File: src/rtl/aes_ctr_sequencer.sv
// Producer-side front end for the AES-256 CTR wrapper: packs 32-bit words into
// 128-bit blocks and issues each block with its counter value, then waits for drain.
module aes_ctr_sequencer #(
    parameter int CNT_WIDTH = 32,
    parameter int LEN_WIDTH = 16
) (
    input  logic                 clk,
    input  logic                 rst,
    input  logic                 cmd_valid,
    output logic                 cmd_ready,
    input  logic [127:0]         cmd_iv,
    input  logic [LEN_WIDTH-1:0] cmd_blocks,
    input  logic                 s_valid,
    output logic                 s_ready,
    input  logic [31:0]          s_data,
    output logic                 aes_in_valid,
    input  logic                 aes_in_ready,
    output logic [127:0]         aes_in_block,
    output logic [127:0]         aes_ctr,
    input  logic                 aes_empty,
    output logic                 busy,
    output logic                 done
);

    typedef enum logic [1:0] {IDLE, FILL, SEND, DRAIN} state_t;

    // Only the low CNT_WIDTH bits of the counter block increment.
    localparam logic [127:0]         CNT_MASK = {128{1'b1}} >> (128 - CNT_WIDTH);
    localparam logic [LEN_WIDTH-1:0] LEN_ONE  = {{(LEN_WIDTH-1){1'b0}}, 1'b1};

    state_t                 state, state_nxt;
    logic [127:0]           ctr;
    logic [127:0]           blk;
    logic [LEN_WIDTH-1:0]   remaining;
    logic [1:0]             word_idx;
    logic                   done_r;
    logic                   cmd_fire, s_fire, aes_fire, zero_job;

    function automatic logic [127:0] ctr_inc(input logic [127:0] c);
        return (c & ~CNT_MASK) | ((c + 128'd1) & CNT_MASK);
    endfunction

    assign cmd_fire     = cmd_valid & cmd_ready;
    assign s_fire       = s_valid & s_ready;
    assign aes_fire     = aes_in_valid & aes_in_ready;
    assign zero_job     = (cmd_blocks == '0);
    assign aes_in_block = blk;
    assign aes_ctr      = ctr;

    always_ff @(posedge clk) begin
        if (rst) state <= IDLE;
        else     state <= state_nxt;
    end

    always_comb begin
        state_nxt = state;
        case (state)
            IDLE:    if (cmd_fire && !zero_job) state_nxt = FILL;
            FILL:    if (s_fire && word_idx == 2'd3) state_nxt = SEND;
            SEND:    if (aes_fire) state_nxt = (remaining == LEN_ONE) ? DRAIN : FILL;
            DRAIN:   if (aes_empty) state_nxt = IDLE;
            default: state_nxt = IDLE;
        endcase
    end

    // Handshake outputs are forced low while rst is held, whatever the state.
    always_comb begin
        cmd_ready    = 1'b0;
        s_ready      = 1'b0;
        aes_in_valid = 1'b0;
        busy         = 1'b0;
        done         = 1'b0;
        if (!rst) begin
            cmd_ready    = (state == IDLE);
            s_ready      = (state == FILL);
            aes_in_valid = (state == SEND);
            busy         = (state != IDLE);
            done         = done_r;
        end
    end

    always_ff @(posedge clk) begin
        if (rst) begin
            ctr       <= '0;
            blk       <= '0;
            remaining <= '0;
            word_idx  <= 2'd0;
            done_r    <= 1'b0;
        end else begin
            done_r <= (cmd_fire && zero_job) || (state == DRAIN && aes_empty);
            if (cmd_fire && !zero_job) begin
                ctr       <= cmd_iv;
                remaining <= cmd_blocks;
                word_idx  <= 2'd0;
            end
            // Word 0 lands in the most significant lane; index wraps to 0 after word 3.
            if (s_fire) begin
                case (word_idx)
                    2'd0: blk[127:96] <= s_data;
                    2'd1: blk[95:64]  <= s_data;
                    2'd2: blk[63:32]  <= s_data;
                    default: blk[31:0] <= s_data;
                endcase
                word_idx <= word_idx + 2'd1;
            end
            if (aes_fire) begin
                ctr       <= ctr_inc(ctr);
                remaining <= remaining - LEN_ONE;
            end
        end
    end

endmodule

File: config.mk
export PLATFORM = sky130hd
export DESIGN_NAME = aes_ctr_sequencer
export DESIGN_NICKNAME = d
export VERILOG_FILES = /design/src/rtl/aes_ctr_sequencer.sv
export SDC_FILE = /design/constraint.sdc
export NUM_CORES = 1
export LEC_CHECK = 0
export BUFFER_PORTS_ARGS = -buffer_cell sky130_fd_sc_hd__buf_2
export CAP_MARGIN = 20
export CORE_AREA = 2 2 172 174
export CTS_BUF_LIST = sky130_fd_sc_hd__clkbuf_16
export DETAILED_ROUTE_END_ITERATION = 7
export DIE_AREA = 0 0 174 176
export PLACE_DENSITY = 0.72
export SLEW_MARGIN = 0
export SYNTH_ARGS = -nofsm -noshare
export SYNTH_HDL_FRONTEND = slang
export SYNTH_SLANG_ARGS = --single-unit
File: constraint.sdc
create_clock -name clk -period 4.5 [get_ports clk]
set_input_delay 0.9 -clock clk [delete_from_list [all_inputs] [get_ports clk]]
set_output_delay 0.9 -clock clk [all_outputs]
set_load 0.05 [all_outputs]
==> results.md <==
- Worst R2R Path Depth: 5
- Data required, critical path: 3.60 ns
- Hold Path Sink: aes_ctr[83]$_SDFFE_PP0P_
- Post_cts resized: 0
- Slew HR: 0.373
- Leak: 6.10 nW
- Boundary pin count: 443
- Final Critical Period: 3.04 ns
- Critical hold path startpoint: aes_ctr[83]$_SDFFE_PP0P_
- Worst setup path class: primary input to primary output
- Clock Sinks: 277
- DR vias/cell: 5.11
- Port Buffers: 442
- Ys flop type: dfxtp_1
- Cell Pwr Density: 402 mW/mm^2
- Sequential cell area fraction in the yosys report: 0.525
- Peak Freq: 329 MHz
- DP Wirelength: 25,300 um
- CP arrival: 2.14 ns
- Hold buffers post-CTS: 0
- Tot GR Track Use: 0.217
- Die area: 0.0306 sq mm
- RSZ-0062 raised after global routing: no
- First-pass GRT wire length: 54,300 um
- Setup TNS: 0 ns
- Max Cap Violations: 0
- Outcome: complete, no violations
- Most common cell after layout, fill and taps aside: nand2_1
- Max-slew violations: 0
- R2R Setup Slk: 1.95 ns
- Crit end category: primary output
- H-tree levels: 1
- Num CTS Buffers: 31
- Routed len/inst: 16.5 um
- DRC Markers: 0
- Core area: 0.0285 sq mm
- Slew @ Worst Pin: 0.940 ns
- Post-CTS Setup Repair Bufs: 0
- Final Core Density: 0.490
- Vias in the first global route: 9,965
- #FFs+latches synth: 277
- Die Width: 174 um
- Rows: 62
- FF-to-FF End: remaining[15]$_SDFFE_PP0P_
- CTS tree: built
- Total power: 5.63 mW
- Met3 WL post-DR: 2890 um
- Worst path cell trace: clkbuf_8 > nor3b_1 > buf_2
- Syn_nets: 1,549
- Drt pass-1 iters: 5
- Setup Viol. Count Final: 0
- Crit path buf inv count: 2
- Setup Skew: 0.0182 ns
- CTS Buffer Depth: 3
- Top Metal Used: met4
- Post-synth EDFFs: 0
- Largest net degree at the start of global routing: 89
- Ratio of cells with drive above 1 in the final layout: 0.287
- Metal-1 WL: 14,500 um
- Initial antenna violation count: 2
- Async SR Flop Fraction: 0
- Reg2Reg Launch Point: remaining[5]$_SDFFE_PP0P_
- Max incr delay on CP: 0.54 ns
- Avg Cell Area, Syn: 7.77 sq um
- Clk slew on worst S/H paths: 0.05 ns
- Worst vdd ir: 0.000359 V
- Clk Latency, worst-skew pair: 0.56 ns
- Hold crit path type: flop to flop
- Area Overhead vs Synth: 32.4%
- Commonest cells after routing, fill and taps aside: nand2_1, buf_2, dfxtp_1, a21oi_1, clkbuf_16
- Grt total ovfl: 0
- Clock Root Buffer: clkbuf_16
- Initial core utilization: 0.370
- Slowest-stage cell, CP: nor3b_1
- DR iter-0 viols: 917
- Gpl congestion: 0.866
- Delay-heaviest family, CP: buffers and inverters
- Post-route ant nets: 0
- Final Hold Fails: 0
- Final WL: 35,700 um
- Distinct cells, synth: 48
- Warnings, synthesis: 0
- Synthesized area: 0.0106 sq mm
- Syn Inst Count: 1,360
- DR WL met2: 17,100 um
- Kind of launch point of the worst setup path: primary input
- Worst Path Max Fanout: 58
- DR vias: 11.1k
- Tcrit/Tclk final: 0.676
- Layout Nets: 1,943
- Die Ht: 176 um
- Hold-critical path depth: 2
-- synth_stat cells (3+ instances only) --
master       n  area, sq um
and2_1       5         31.3
nor2_1      28          105
o211ai_1    14          105
and4_1       3         26.3
a21oi_1    253         1270
inv_1       10         37.5
o311ai_0     4         35.0
and3_1       7         43.8
clkbuf_1    92          345
or4_1        3         22.5
a41oi_1      3         26.3
or3_1       15         93.8
nor3_1       9         45.0
buf_1        3         11.3
nand4_1     14         87.6
ha_1         7         87.6
nand2_1    498         1870
a31oi_1     22          138
a211oi_1     5         37.5
buf_2        5         25.0
dfxtp_1    277         5550
a221oi_1     4         35.0
o21ai_0      3         15.0
nand3_1     30          150
a2bb2oi_1    8         70.1
nor4_1      10         62.6
-- flip-flops by register name (all words and copies together), names as in the netlist --
| signal | count |
|---|---|
| aes_ctr | 128 |
| aes_in_block | 128 |
| done_r | 1 |
| remaining | 16 |
| state | 2 |
| word_idx | 2 |
-- through the flow --
stage / instances / hold WS (ns) / cell area [sq um] / setup WS, ns
finish: 2165 / 0.450 / 14000 / 1.46
CTS: 2161 / 0.451 / 14000 / 1.51
floorplan: 1360 / 0.438 / 10600 / 1.19
global placement: 2104 / 0.439 / 13100 / 1.21
detailed placement: 2105 / 0.443 / 13100 / 1.15
global route: 2163 / 0.464 / 14000 / 1.38
-- metal layers --
layer	vias up	global-route usage
li1	5371	-
met1	5109	0.276
met2	493	0.364
met3	85	0.0474
met4	0	0.0784
met5	-	0
-- worst register-to-register path, cell delays in order, from the launching register on --
cell and delay (ns):
dfxtp_1 0.38, or4_1 0.69, or4_4 0.50, or3_4 0.36
o311ai_0 0.37, a21oi_1 0.11
-- final cells by class --
cell class              instances  area (sq um)
multi-input cells             973          4630
clock buffers                  31           776
inverters                      10          37.5
fillers                      2856         14600
diodes                          4          10.0
well taps                     384           480
flip-flops and latches        277          5550
clock inverters                25           131
repair buffers                461          2380
-- how the worst max path moves through the flow --
| stage | from | to | depth (start not counted) |
|---|---|---|---|
| final | rst | s_ready | 3 |
| after global routing | rst | s_ready | 3 |
| after CTS | rst | s_ready | 3 |
| after detailed placement | cmd_blocks[8] | aes_ctr[89]$_SDFFE_PP0P_ | 7 |
| after global placement | cmd_blocks[8] | aes_ctr[96]$_SDFFE_PP0P_ | 7 |
| after floorplan | rst | aes_in_block[10]$_SDFFE_PP0P_ | 7 |
-- power by group --
| part | total [mW] | internal [mW] | switching [mW] |
|---|---|---|---|
| sequential | 2.60 | 2.54 | 0.0630 |
| combinational | 0.752 | 0.198 | 0.554 |
| clock | 2.27 | 1.29 | 0.983 |
| total | 5.63 | 4.03 | 1.60 |
-- cell families (layout without fill, tap and decap cells) --
| logic type | count (synthesis) | after routing | synth area share |
|---|---|---|---|
| flip-flops | 277 | 277 | 0.525 |
| other | 0 | 4 | 0 |
| buffers and inverters | 110 | 527 | 0.0397 |
| AO/OA/AOI/OAI | 325 | 325 | 0.171 |
| multiplexers | 1 | 1 | 0.00107 |
| XOR/XNOR | 4 | 4 | 0.00332 |
| adder cells (fa/ha/maj) | 7 | 7 | 0.00829 |
| AND/OR/NAND/NOR | 636 | 636 | 0.252 |
No activity file was read; power rests on OpenSTA's default activity.
